$ cat config.mk
export PLATFORM = sky130hd
export DESIGN_NAME = rca_share_arbiter
export DESIGN_NICKNAME = d
export VERILOG_FILES = /design/src/rtl/rca_share_pkg.sv /design/src/rtl/rca_core.sv /design/src/rtl/rca_share_arbiter.sv
export SDC_FILE = /design/constraint.sdc
export NUM_CORES = 1
export LEC_CHECK = 0
export CORE_MARGIN = 5
export CORE_UTILIZATION = 44
export CTS_CLUSTER_DIAMETER = 40
export DETAILED_ROUTE_END_ITERATION = 8
export PLACE_DENSITY = 0.83
export SETUP_SLACK_MARGIN = 0.5
export SYNTH_ARGS = -nofsm -noshare
export SYNTH_HDL_FRONTEND = slang
export SYNTH_HIERARCHICAL = 1
export SYNTH_SLANG_ARGS = --single-unit
export TNS_END_PERCENT = 10
$ cat constraint.sdc
create_clock -name clk -period 6.1 [get_ports clk]
set_clock_uncertainty 0.1 [all_clocks]
set_input_delay 0.61 -clock clk [delete_from_list [all_inputs] [get_ports clk]]
set_output_delay 0.61 -clock clk [all_outputs]
set_load 0.02 [all_outputs]
$ cat src/rtl/rca_share_pkg.sv
// Shared types, default constants and the round-robin pick helper for the
// rca_share_arbiter slice.
package rca_share_pkg;

  typedef enum logic [1:0] {
    IDLE,
    SETTLE,
    RESP
  } state_e;

  localparam int DEF_W             = 13;
  localparam int DEF_SETTLE_CYCLES = 3;
  localparam int MAX_N             = 8;

  // First asserted bit of req at or after ptr, searching circularly over n
  // requesters. Scanning from the far end lets the closest hit win.
  function automatic logic [2:0] rr_pick(input logic [MAX_N-1:0] req,
                                         input logic [2:0]       ptr,
                                         input int               n);
    logic [2:0] pick;
    int         idx;
    pick = ptr;
    for (int k = MAX_N - 1; k >= 0; k--) begin
      idx = (int'(ptr) + k) % n;
      if (k < n && req[idx[2:0]]) pick = idx[2:0];
    end
    return pick;
  endfunction

endpackage

$ cat src/rtl/rca_core.sv
// W-bit full-adder ripple chain; also exposes the carry into the MSB so the
// controller can derive signed overflow.
module rca_core #(
  parameter int W = 13
) (
  input  logic [W-1:0] a_i,
  input  logic [W-1:0] b_i,
  input  logic         cin_i,
  output logic [W-1:0] sum_o,
  output logic         cout_o,
  output logic         c_msb_o
);

  logic carry;

  // NOTE: every variable assigned in always_comb gets a default before any
  // conditional update; otherwise a path that skips it infers a latch.
  always_comb begin
    carry   = cin_i;
    sum_o   = '0;
    c_msb_o = 1'b0;
    for (int i = 0; i < W; i++) begin
      if (i == W - 1) c_msb_o = carry;
      sum_o[i] = a_i[i] ^ b_i[i] ^ carry;
      carry    = (a_i[i] & b_i[i]) | (carry & (a_i[i] ^ b_i[i]));
    end
    cout_o = carry;
  end

endmodule

$ cat src/rtl/rca_share_arbiter.sv
// Round-robin controller sharing one ripple-carry add/subtract core between
// N requesters. Optional signed-overflow output: define RCA_SHARE_OVF_EN.
module rca_share_arbiter
  import rca_share_pkg::*;
#(
  parameter int N             = 4,
  parameter int W             = DEF_W,
  parameter int SETTLE_CYCLES = DEF_SETTLE_CYCLES,
  parameter int IDW           = $clog2(N)
) (
  input  logic             clk,
  input  logic             rst_n,
  input  logic [N-1:0]     req_valid,
  output logic [N-1:0]     req_ready,
  input  logic [N*W-1:0]   req_a,
  input  logic [N*W-1:0]   req_b,
  input  logic [N-1:0]     req_sub,
  output logic             rsp_valid,
  input  logic             rsp_ready,
  output logic [IDW-1:0]   rsp_id,
  output logic [W-1:0]     rsp_sum,
  output logic             rsp_cout
`ifdef RCA_SHARE_OVF_EN
  ,
  output logic             rsp_ovf
`endif
);

  localparam int CW = $clog2(SETTLE_CYCLES + 1);

  state_e           state_q;
  logic [IDW-1:0]   rr_ptr_q;
  logic [IDW-1:0]   rr_ptr_d;
  logic [IDW-1:0]   id_q;
  logic [W-1:0]     op_a_q;
  logic [W-1:0]     op_b_q;
  logic             cin_q;
  logic [CW-1:0]    cnt_q;
  logic             rsp_valid_q;
  logic [W-1:0]     rsp_sum_q;
  logic             rsp_cout_q;

  logic [MAX_N-1:0] req_pad;
  logic [IDW-1:0]   grant;
  logic             accept;
  logic [W-1:0]     grant_a;
  logic [W-1:0]     grant_b;
  logic             grant_sub;

  logic [W-1:0]     core_sum;
  logic             core_cout;
  logic             core_c_msb;

  always_comb begin
    req_pad          = '0;
    req_pad[N-1:0]   = req_valid;
    grant            = IDW'(rr_pick(req_pad, 3'(rr_ptr_q), N));
    rr_ptr_d         = (int'(grant) == N - 1) ? '0 : grant + IDW'(1);
    accept           = rst_n && (state_q == IDLE) && (|req_valid);
    req_ready        = '0;
    if (accept) req_ready[grant] = 1'b1;
    grant_a          = req_a[int'(grant)*W +: W];
    grant_b          = req_b[int'(grant)*W +: W];
    grant_sub        = req_sub[grant];
  end

  // Operands stay registered for the whole SETTLE window so the ripple chain
  // sees stable inputs until the sum is captured.
  rca_core #(.W(W)) u_core (
    .a_i     (op_a_q),
    .b_i     (op_b_q),
    .cin_i   (cin_q),
    .sum_o   (core_sum),
    .cout_o  (core_cout),
    .c_msb_o (core_c_msb)
  );

`ifdef RCA_SHARE_OVF_EN
  logic rsp_ovf_q;
  assign rsp_ovf = rsp_ovf_q;
`else
  logic unused_core_c_msb;
  assign unused_core_c_msb = core_c_msb;
`endif

  // NOTE: state registers use non-blocking assignments so every flop samples
  // pre-edge values regardless of statement order.
  always_ff @(posedge clk or negedge rst_n) begin
    if (!rst_n) begin
      state_q     <= IDLE;
      rr_ptr_q    <= '0;
      id_q        <= '0;
      op_a_q      <= '0;
      op_b_q      <= '0;
      cin_q       <= 1'b0;
      cnt_q       <= '0;
      rsp_valid_q <= 1'b0;
      rsp_sum_q   <= '0;
      rsp_cout_q  <= 1'b0;
`ifdef RCA_SHARE_OVF_EN
      rsp_ovf_q   <= 1'b0;
`endif
    end else begin
      case (state_q)
        IDLE: begin
          if (accept) begin
            op_a_q   <= grant_a;
            op_b_q   <= grant_sub ? ~grant_b : grant_b;
            cin_q    <= grant_sub;
            id_q     <= grant;
            rr_ptr_q <= rr_ptr_d;
            cnt_q    <= CW'(SETTLE_CYCLES);
            state_q  <= SETTLE;
          end
        end
        SETTLE: begin
          cnt_q <= cnt_q - CW'(1);
          if (cnt_q == CW'(1)) begin
            rsp_sum_q   <= core_sum;
            rsp_cout_q  <= core_cout;
`ifdef RCA_SHARE_OVF_EN
            rsp_ovf_q   <= core_c_msb ^ core_cout;
`endif
            rsp_valid_q <= 1'b1;
            state_q     <= RESP;
          end
        end
        RESP: begin
          if (rsp_ready) begin
            rsp_valid_q <= 1'b0;
            state_q     <= IDLE;
          end
        end
        default: state_q <= IDLE;
      endcase
    end
  end

  assign rsp_valid = rsp_valid_q;
  assign rsp_id    = id_q;
  assign rsp_sum   = rsp_sum_q;
  assign rsp_cout  = rsp_cout_q;

endmodule

==> results of run 1 <==
[placed cells by master (no fill, tap or decap), drive strengths merged, types with 2 or more instances in the layout]
cell type / count
nor2b: 4
buf: 6
o21ai: 6
a211oi: 39
nor2: 18
ha: 5
nor3: 2
o21a: 41
o2111a: 13
nand2: 38
nand3: 2
a21oi: 6
a21o: 13
clkbuf: 7
inv: 17
fa: 13
and2: 4
dfrtp: 50
mux2: 14
clkdlybuf4s50: 134
a211o: 2
a311oi: 13
a221o: 13
[cell usage after synthesis, types with 2 or more instances]
master,n
sky130_fd_sc_hd__a211o_1,2
sky130_fd_sc_hd__a211oi_1,39
sky130_fd_sc_hd__a21o_1,13
sky130_fd_sc_hd__a21oi_1,5
sky130_fd_sc_hd__a221o_1,13
sky130_fd_sc_hd__a311oi_1,13
sky130_fd_sc_hd__and2_1,4
sky130_fd_sc_hd__buf_1,4
sky130_fd_sc_hd__buf_2,7
sky130_fd_sc_hd__buf_4,2
sky130_fd_sc_hd__clkbuf_1,20
sky130_fd_sc_hd__dfrtp_1,50
sky130_fd_sc_hd__fa_1,13
sky130_fd_sc_hd__ha_1,5
sky130_fd_sc_hd__inv_1,16
sky130_fd_sc_hd__mux2_2,14
sky130_fd_sc_hd__nand2_1,38
sky130_fd_sc_hd__nand3_1,2
sky130_fd_sc_hd__nor2_1,18
sky130_fd_sc_hd__nor2b_1,4
sky130_fd_sc_hd__nor3_1,2
sky130_fd_sc_hd__o2111a_1,13
sky130_fd_sc_hd__o21a_1,41
sky130_fd_sc_hd__o21ai_0,6
[cell type report]
class / instances / area (sq um) / area share (%)
flip-flops and latches: 50 / 1251 / 25.27
well taps: 102 / 127.6 / 2.578
multi-input cells: 253 / 2033 / 41.07
clock buffers: 7 / 86.33 / 1.744
inverters: 17 / 63.81 / 1.289
clock inverters: 1 / 5.005 / 0.1011
repair buffers: 140 / 1384 / 27.95
[layer usage]
metal	track usage, %	vias up
li1	-	1544
met1	23.90	1541
met2	38.07	103
met3	5.166	18
met4	5.987	0
met5	0	-
[through the flow]
stage	instances	hold slack [ps]	cell area [sq um]	setup slack [ps]
floorplan	353	214.4	3458	535.4
global placement	562	360.4	4835	457.9
detailed placement	562	378.5	4835	303.8
CTS	570	71.06	4938	518.7
global route	570	69.94	4951	459.5
finish	570	66.39	4951	669.8
[report_power, final]
group | internal, uW | switching [uW]
logic | 581 | 667
registers | 496 | 131
clock network | 91.6 | 104
[worst paths after layout]
kind	from	to	slack, ps	cells past startpoint
worst max-delay path	op_a_q[0]	rsp_sum[12]	670	18
worst min-delay path	rst_n	rsp_sum[3]	70	1
worst max register to register	op_a_q[0]	rsp_sum[12]	670	18
worst min register to register	op_a_q[1]	op_a_q[1]	400	1
max in group asynchronous	rst_n	op_a_q[0]	5040	2
min in group clk	op_a_q[1]	op_a_q[1]	400	1
[registers in the layout, indices dropped and copies added (netlist names)]
signal and count:
cin_q 1, cnt_q 2, op_a_q 13, op_b_q 13, rr_ptr_q 2, rsp_cout 1, rsp_id 2, rsp_sum 13
rsp_valid 1, state_q 2
[worst max-delay path, cell delays in order, from the launching register on]
cell and delay (ps):
sky130_fd_sc_hd__dfrtp_1 410, sky130_fd_sc_hd__fa_1 420, sky130_fd_sc_hd__inv_1 80, sky130_fd_sc_hd__fa_1 160, sky130_fd_sc_hd__inv_1 50, sky130_fd_sc_hd__fa_2 350
sky130_fd_sc_hd__fa_2 370, sky130_fd_sc_hd__fa_2 340, sky130_fd_sc_hd__fa_2 350, sky130_fd_sc_hd__fa_2 340, sky130_fd_sc_hd__fa_2 340, sky130_fd_sc_hd__fa_2 340
sky130_fd_sc_hd__fa_2 350, sky130_fd_sc_hd__fa_2 340, sky130_fd_sc_hd__inv_2 60, sky130_fd_sc_hd__fa_2 180, sky130_fd_sc_hd__inv_1 50, sky130_fd_sc_hd__fa_1 430
sky130_fd_sc_hd__mux2_2 270
[cells by family (layout without fill, tap and decap cells)]
group                      Yosys count  count (layout)  synth area share (%)
AOI/OAI and AO/OA                  149             149                 34.70
DFF                                 50              50                 36.18
adders and majority gates           18              18                 9.334
muxes                               14              14                 4.559
buffers and inverters               50             165                 5.897
and+or+nand+nor                     72              72                 9.334
[repair_timing]
item,in CTS,in global routing
endpoints found under the setup margin,2,2
pin swaps,0,1
resized for setup,5,6
==> impl_summary.txt, run 1 <==
----------------------------------------------------
[Run status]
  Run status ... finished clean

[Detailed routing]
  Met3 Wirelength ... 604 um
  Antenna viol nets, final ... 0
  Top routing layer in use ... met4
  Iteration-0 DRC Markers ... 99
  Post-detailed-routing wire length ... 10030 um
  Vias post-DR ... 3206
  DRC ... 0
  Via density ... 5.625
  Routed wire length per instance ... 17.59 um
  Drt first pass iters ... 4
  Detailed route wirelength on metal2 ... 5371 um
  Met1 WL ... 3843 um

[Timing]
  Final period utilization ... 89.02%
  Worst Tran Pin Value ... 934.9 ps
  Number of failing hold endpoints at the final stage ... 0
  RSZ-0062 raised after global routing ... true
  Final setup vio count ... 0
  Clock period minus worst slack ... 5430 ps
  Normalized max-slew margin ... 37.60%
  Final sum of negative setup slack ... 0 ps
  Number of pins with negative max-slew slack in the final report ... 0
  Highest clock frequency the design can meet ... 0.1842 GHz

[Clock network]
  Number of H-tree levels ... 2
  Clock root buffer ... sky130_fd_sc_hd__clkbuf_8
  Count of hold buffers inserted by post-cts repair ... 0
  Clock slew at the register clock pins of the worst setup and hold paths ... 90 ps
  Clock Sink Count ... 50
  Clock latency of the later-clocked register in the worst-skew pair ... 300 ps
  Post-CTS setup buffer count ... 0
  CTS tree ... built
  Buffer depth of the longest clock path ... 2
  Clock buffers created by TritonCTS ... 5

[Critical path]
  Critical path type ... flop to flop
  WP data required ... 6190 ps
  Data arrival time of the worst path ... 5520 ps
  Startpoint type of the worst setup path ... flop
  CP Max Fanout ... 2
  Endpoint class of the critical path ... flop

[Finish]
  Final-layout fill cell count ... 651
  Core Util, Final ... 64.40%
  Net count of the finished layout ... 600
  Share of post-route cells with drive strength above 1 ... 9.188%
  Final antenna diode count ... 0
  Synth-to-Final Area Change ... 43.16%

[Global routing]
  Maximum number of pins on one net before global-route repair ... 57
  Overflow left after global routing ... 0
  GRT Total Usage ... 20.77%
  Wire length of the first global-routing pass ... 16440 um
  Number of antenna violations at the first check in global routing ... 0
  Number of global-route vias before repair ... 3444

[Placed design]
  Port bufs ... 135
  Final RePlAce weighted congestion ... 0.8019
  Detail Placement HPWL ... 7802 um

[Synthesis]
  Post-synthesis instance area ... 0.003458 sq mm
  Synth Warn # ... 6
  Synth Register Bits ... 50
  Avg Cell Area, Syn ... 9.797 sq um
  Sequential fraction of the synthesis area ... 36.18%
  Most used flip-flop cell after synthesis ... sky130_fd_sc_hd__dfrtp_1
  Count of flip-flops with a built-in enable after synthesis ... 0
  Synth area leader ... sky130_fd_sc_hd__dfrtp_1
  Number of library cell types mapped by synthesis ... 33
  Net count after synthesis ... 486
  Share of flip-flops with an asynchronous set or reset after synthesis ... 100.0%
  Top cells by area in the synthesized netlist ... sky130_fd_sc_hd__dfrtp_1, sky130_fd_sc_hd__o21a_1, sky130_fd_sc_hd__a211oi_1, sky130_fd_sc_hd__fa_1, sky130_fd_sc_hd__mux2_2
  Post-Syn Instances ... 353
  Share of the synthesized area in the top cell type ... 36.18%

[Floorplanning]
  Number of placement rows ... 32
  Die span in y ... 98.66 um
  Starting density of the core ... 44.99%
  Core Box Area ... 0.007687 sq mm
  Die X-Extent ... 98.66 um
  Die Footprint ... 0.009733 sq mm
  Count of boundary I/O pins ... 136

[Pwr]
  IR Drop Worst-Case VDD ... 0.1613 mV
  Areal power density over the cells ... 418.4 mW/mm^2
  Overall power ... 2072 uW
  Leak pwr ... 0.002062 uW

[Min path]
  Type of the most critical hold path ... primary input to async pin

[Flow run]
  Max-cap violation count ... 0

----------------------------------------------------
Power figures use the tool's default switching activity.
==> inputs of run 2 (changes only) <==
--- a/config.mk
+++ b/config.mk
@@ -9,7 +9,7 @@
 export CORE_UTILIZATION = 44
 export CTS_CLUSTER_DIAMETER = 40
 export DETAILED_ROUTE_END_ITERATION = 8
-export PLACE_DENSITY = 0.83
+export PLACE_DENSITY_LB_ADDON = 0.08
 export SETUP_SLACK_MARGIN = 0.5
 export SYNTH_ARGS = -nofsm -noshare
 export SYNTH_HDL_FRONTEND = slang
==> run 2 against run 1 <==
Critical path depth unchanged. Largest power group unchanged. Largest cell class unchanged. Die area unchanged. Final cell count is 0.18% higher. Combinational power is essentially flat. Count of clock-buffer cells in the layout stayed put. Sequential cell count unchanged. First-iteration DRC count is 2.0% lower. Highest routed layer unchanged. Critical path type unchanged.
==> impl_summary.txt, run 2 (synthesized netlist as in run 1, its figures left out) <==
----------------------------------------------------
[Run status]
  Run status ... finished clean

[Timing]
  Number of pins with negative max-slew slack in the final report ... 0
  Final sum of negative setup slack ... 0 ps
  Normalized max-slew margin ... 36.31%
  Highest clock frequency the design can meet ... 0.1843 GHz
  Worst Tran Pin Value ... 955.4 ps
  Final period utilization ... 88.97%
  Number of failing hold endpoints at the final stage ... 0
  Clock period minus worst slack ... 5427 ps
  RSZ-0062 raised after global routing ... false
  Final setup vio count ... 0

[Placed design]
  Final RePlAce weighted congestion ... 0.7252
  Cell Area, Placed ... 0.004842 sq mm
  DP Cell Count ... 563
  Port bufs ... 135
  Detail Placement HPWL ... 7656 um

[Detailed routing]
  Routed wire length per instance ... 17.81 um
  Post-detailed-routing wire length ... 10170 um
  Vias post-DR ... 3245
  Via density ... 5.683
  Drt first pass iters ... 4
  Antenna viol nets, final ... 0
  Iteration-0 DRC Markers ... 97
  DRC ... 0

[Floorplanning]
  Die Footprint ... 0.009733 sq mm
  Number of placement rows ... 32
  Count of boundary I/O pins ... 136
  Die span in y ... 98.66 um
  Starting density of the core ... 44.99%
  Core Box Area ... 0.007687 sq mm
  Die X-Extent ... 98.66 um

[Pwr]
  Areal power density over the cells ... 424.2 mW/mm^2
  Leak pwr ... 0.002072 uW
  IR Drop Worst-Case VDD ... 0.1847 mV

[Clock network]
  Clock latency of the later-clocked register in the worst-skew pair ... 290 ps
  CTS tree ... built
  Count of hold buffers inserted by post-cts repair ... 0
  Post-CTS setup buffer count ... 0
  Clock Sink Count ... 50
  Clock slew at the register clock pins of the worst setup and hold paths ... 90 ps
  Number of H-tree levels ... 2
  Buffer depth of the longest clock path ... 2
  Clock root buffer ... sky130_fd_sc_hd__clkbuf_8
  Clock buffers created by TritonCTS ... 5

[Global routing]
  Maximum number of pins on one net before global-route repair ... 57
  Number of global-route vias before repair ... 3322
  Overflow left after global routing ... 0
  Number of antenna violations at the first check in global routing ... 0
  GRT Total Usage ... 20.74%
  Wire length of the first global-routing pass ... 16460 um

[Critical path]
  Critical register-to-register path endpoint ... rsp_sum[12]
  Internal reg-to-reg setup slack ... 670 ps
  Endpoint class of the critical path ... flop
  WP data required ... 6180 ps
  Critical path type ... flop to flop
  Startpoint of the worst register-to-register path ... op_a_q[0]
  Startpoint type of the worst setup path ... flop
  Data arrival time of the worst path ... 5510 ps
  Source of the critical timing path ... op_a_q[0]
  Worst-case reg-to-reg path depth ... 18
  CP Max Fanout ... 2

[Finish]
  Most common cell after layout, fill and taps aside ... sky130_fd_sc_hd__clkdlybuf4s50_1
  Commonest non-fill, non-tap cells in the layout ... sky130_fd_sc_hd__clkdlybuf4s50_1, sky130_fd_sc_hd__dfrtp_1, sky130_fd_sc_hd__o21a_1
  Final-layout fill cell count ... 633
  Net count of the finished layout ... 601
  Final antenna diode count ... 0
  Core Util, Final ... 64.63%
  Number of cells in the finished layout apart from fillers ... 571
  Share of post-route cells with drive strength above 1 ... 8.742%
  Final Cell Area ... 0.004969 sq mm
  Synth-to-Final Area Change ... 43.67%

[Min path]
  Type of the most critical hold path ... primary input to async pin

[Flow run]
  Max-cap violation count ... 0

----------------------------------------------------
==> run 2: worst max-delay path by stage <==
stage               depth (start not counted)          end  slack, ps
floorplan                                  18  rsp_sum[12]        540
global placement                           18  rsp_sum[12]        450
detailed placement                         18  rsp_sum[12]        270
CTS                                        18  rsp_sum[12]        510
global route                               18  rsp_sum[12]        540
finish                                     18  rsp_sum[12]        670
==> run 2: power breakdown <==
group,switching (uW),leakage (uW),total [uW],internal (uW)
Clock,106,0.0000524,229,123
Sequential,134,0.000612,630,496
Combinational,668,0.00141,1250,581
==> run 2: final cells by class <==
cell class	instances	area, sq um	area share (%)
multi-input cells	253	2028	40.82
repair buffers	141	1391	28.00
flip-flops and latches	50	1251	25.18
well taps	102	127.6	2.569
clock buffers	7	76.32	1.536
inverters	17	63.81	1.284
clock inverters	1	30.03	0.6044
==> run 2: worst max-delay path, cell delays in order (launching register included) <==
cell and delay (ps):
sky130_fd_sc_hd__dfrtp_1 410, sky130_fd_sc_hd__fa_1 430, sky130_fd_sc_hd__inv_1 80, sky130_fd_sc_hd__fa_1 160, sky130_fd_sc_hd__inv_1 50, sky130_fd_sc_hd__fa_2 330, sky130_fd_sc_hd__fa_2 340, sky130_fd_sc_hd__fa_2 340
sky130_fd_sc_hd__fa_2 350, sky130_fd_sc_hd__fa_2 340, sky130_fd_sc_hd__fa_2 350, sky130_fd_sc_hd__fa_2 350, sky130_fd_sc_hd__fa_2 340, sky130_fd_sc_hd__fa_1 380, sky130_fd_sc_hd__inv_2 70, sky130_fd_sc_hd__fa_1 160
sky130_fd_sc_hd__inv_1 50, sky130_fd_sc_hd__fa_1 420, sky130_fd_sc_hd__mux2_2 260
==> run 2: per-layer routing <==
layer / up-vias / global-route usage [%] / wire [um]
li1: 1542 / - / -
met1: 1599 / 24.91 / 4090
met2: 90 / 38.12 / 5500
met3: 14 / 4.459 / 392
met4: 0 / 4.307 / 186
met5: - / 0 / 0
==> run 2: per-stage QoR <==
stage | setup slack [ps] | power [uW] | hold slack [ps]
6_report | 672.7 | 2108 | 320.3
3_5_place_dp | 274.6 | 1886 | 376.5
3_3_place_gp | 447.7 | 1835 | 362.7
4_1_cts | 506.3 | 2130 | 337.8
5_1_grt | 539.7 | 2284 | 374.1
2_1_floorplan | 535.4 | 1448 | 214.4
==> run 2: repair_timing <==
action,in CTS,in global routing
resized for setup,5,4
setup endpoints to repair,2,2
hold endpoints to repair,0,0
pin swaps,0,0
==> inputs of run 3 (changes only) <==
--- a/config.mk
+++ b/config.mk
@@ -5,8 +5,9 @@
 export SDC_FILE = /design/constraint.sdc
 export NUM_CORES = 1
 export LEC_CHECK = 0
+export CAP_MARGIN = 40
 export CORE_MARGIN = 5
-export CORE_UTILIZATION = 44
+export CORE_UTILIZATION = 40
 export CTS_CLUSTER_DIAMETER = 40
 export DETAILED_ROUTE_END_ITERATION = 8
 export PLACE_DENSITY_LB_ADDON = 0.08
@@ -15,4 +16,4 @@
 export SYNTH_HDL_FRONTEND = slang
 export SYNTH_HIERARCHICAL = 1
 export SYNTH_SLANG_ARGS = --single-unit
-export TNS_END_PERCENT = 10
+export TNS_END_PERCENT = 20
==> run 3 against run 2 <==
Count of clock-buffer cells in the layout is the same. Non-clock buffer count grew 1. Clock power shrank 14%. Sequential cell count is the same. Sequential share of layout area is essentially flat. Critical path type unchanged. Utilization shrank 6.8 points. Fmax is essentially flat. Die area grew 9.0%. Largest power group unchanged. Critical endpoint unchanged.
==> impl_summary.txt, run 3 (synthesized netlist as in run 1, its figures left out) <==
----------------------------------------------------
[Clock network]
  Buffer depth of the longest clock path ... 2
  Clock root buffer ... sky130_fd_sc_hd__clkbuf_8
  Clock Sink Count ... 50
  Clock slew at the register clock pins of the worst setup and hold paths ... 90 ps
  Clock buffers created by TritonCTS ... 5
  Clock latency of the later-clocked register in the worst-skew pair ... 300 ps
  CTS tree ... built
  Number of H-tree levels ... 2

[Detailed routing]
  Post-detailed-routing wire length ... 10210 um
  DRC ... 0
  Vias post-DR ... 3229
  Routed wire length per instance ... 17.66 um
  Antenna viol nets, final ... 0
  Iteration-0 DRC Markers ... 105
  Via density ... 5.587
  Drt first pass iters ... 4

[Critical path]
  Startpoint type of the worst setup path ... flop
  WP data required ... 6190 ps
  Critical path type ... flop to flop
  Startpoint of the worst register-to-register path ... op_a_q[0]
  Endpoint class of the critical path ... flop
  Data arrival time of the worst path ... 5510 ps
  Number of buffer and inverter stages on the critical path ... 4
  CP Max Fanout ... 2
  Largest delay contributor family on the critical path ... adder cells
  Max stage delay on crit path ... 420 ps
  Slowest stage cell, crit path ... sky130_fd_sc_hd__fa_1
  Source of the critical timing path ... op_a_q[0]
  Critical register-to-register path endpoint ... rsp_sum[12]
  Cell-by-cell trace of the critical path ... fa_2 -> inv_1 -> fa_1 -> inv_1 -> fa_1 -> fa_2 -> fa_2 -> fa_2 -> fa_2 -> fa_1 -> fa_2 -> fa_2 -> fa_1 -> inv_1 -> fa_1 -> inv_1 -> fa_1 -> mux2_2
  Internal reg-to-reg setup slack ... 680 ps
  Most prevalent standard cell on the critical path ... sky130_fd_sc_hd__fa_2
  Worst-case reg-to-reg path depth ... 18

[Placed design]
  DP Cell Count ... 570
  Detail Placement HPWL ... 7751 um
  Port bufs ... 135
  Final RePlAce weighted congestion ... 0.7288

[Timing]
  Number of pins with negative max-slew slack in the final report ... 0
  Clock period minus worst slack ... 5423 ps
  Highest clock frequency the design can meet ... 0.1844 GHz
  RSZ-0062 raised after global routing ... false
  Normalized max-slew margin ... 44.57%
  Worst hold slack ... 313.8 ps
  Number of failing hold endpoints at the final stage ... 0
  Worst Tran Pin Value ... 831.5 ps
  Final setup vio count ... 0
  Final period utilization ... 88.90%
  Final sum of negative setup slack ... 0 ps

[Floorplanning]
  Starting density of the core ... 40.24%
  Core Box Area ... 0.008593 sq mm
  Die Footprint ... 0.01060 sq mm
  Number of placement rows ... 34
  Die span in y ... 103.0 um
  Count of boundary I/O pins ... 136
  Die X-Extent ... 103.0 um

[Global routing]
  Number of antenna violations at the first check in global routing ... 0
  Wire length of the first global-routing pass ... 16270 um
  Number of global-route vias before repair ... 3349
  GRT Total Usage ... 19.40%
  Met2 Use GR ... 35.37%
  Overflow left after global routing ... 0
  Peak-usage layer in the global routing report ... met2
  Maximum number of pins on one net before global-route repair ... 53
  Grt met3 use ... 4.601%
  Met1 layer usage reported by global route ... 22.99%

[Finish]
  Final antenna diode count ... 0
  Synth-to-Final Area Change ... 43.60%
  Most common cell after layout, fill and taps aside ... sky130_fd_sc_hd__clkdlybuf4s50_1
  Share of post-route cells with drive strength above 1 ... 8.723%
  Number of cells in the finished layout apart from fillers ... 578
  Commonest non-fill, non-tap cells in the layout ... sky130_fd_sc_hd__clkdlybuf4s50_1, sky130_fd_sc_hd__dfrtp_1, sky130_fd_sc_hd__o21a_1
  Net count of the finished layout ... 602

[Pwr]
  Share of total power consumed by net switching ... 43.77%
  Leak pwr ... 0.002075 uW
  Areal power density over the cells ... 417.2 mW/mm^2
  Sequential share of power ... 30.5%
  Combinational cell fraction of total power ... 60.0%
  IR Drop Worst-Case VDD ... 0.2454 mV
  Internal power consumption ... 1165 uW
  Switching Power ... 906.8 uW
  Clock power share ... 9.6%

[Run status]
  Run status ... finished clean

[Min path]
  Type of the most critical hold path ... primary input to async pin

[Flow run]
  Max-cap violation count ... 0

----------------------------------------------------
-- run 3: cell count changes in the layout (fill, tap and decap cells not counted), sizes merged --
cell    before  now
buf          7    8
bufinv       1    0
clkinv       0    1
-- run 3: cell type report --
cell class | instances | area, sq um
clock buffer | 7 | 86.33
clock inverter | 1 | 5.005
fill | 774 | 3627
inverter | 17 | 63.81
multi-input combinational | 253 | 2026
sequential | 50 | 1251
tap | 108 | 135.1
timing repair buffer | 142 | 1399
-- run 3: timing repair --
item,CTS,global route
hold buffers,0,0
setup endpoints to repair,2,2
setup buffers,0,0
resized for setup,4,3
-- run 3: worst max-delay path by stage --
stage / endpoint / slack [ps] / depth (start not counted)
2_1_floorplan: rsp_sum[12] / 540 / 18
6_report: rsp_sum[12] / 680 / 18
5_1_grt: rsp_sum[12] / 520 / 18
3_3_place_gp: rsp_sum[12] / 440 / 18
3_5_place_dp: rsp_sum[12] / 370 / 18
4_1_cts: rsp_sum[12] / 530 / 18
-- run 3: power groups by stage --
stage / clock [uW] / sequential, uW / combinational [uW]
finish: 198 / 631 / 1240
global route: 217 / 653 / 1390
CTS: 205 / 632 / 1270
detailed placement: 0 / 635 / 1260
global placement: 0 / 627 / 1220
floorplan: 0 / 665 / 783
-- run 3: routing by layer --
metal  up-vias  share of wire, %
met1      1587                39
met2        76                54
li1       1549                 -
met4         0               1.8
met3        17               4.9
met5         -                 0
-- run 3: through the flow --
step,utilization (%),area (sq um),setup slack (ps),power [uW]
global placement,56.52,4857,435.8,1851
global route,57.79,4966,516.8,2259
detailed placement,56.52,4857,372.0,1890
CTS,57.70,4959,528.5,2102
finish,57.79,4966,676.9,2072
floorplan,-,3458,535.4,1448
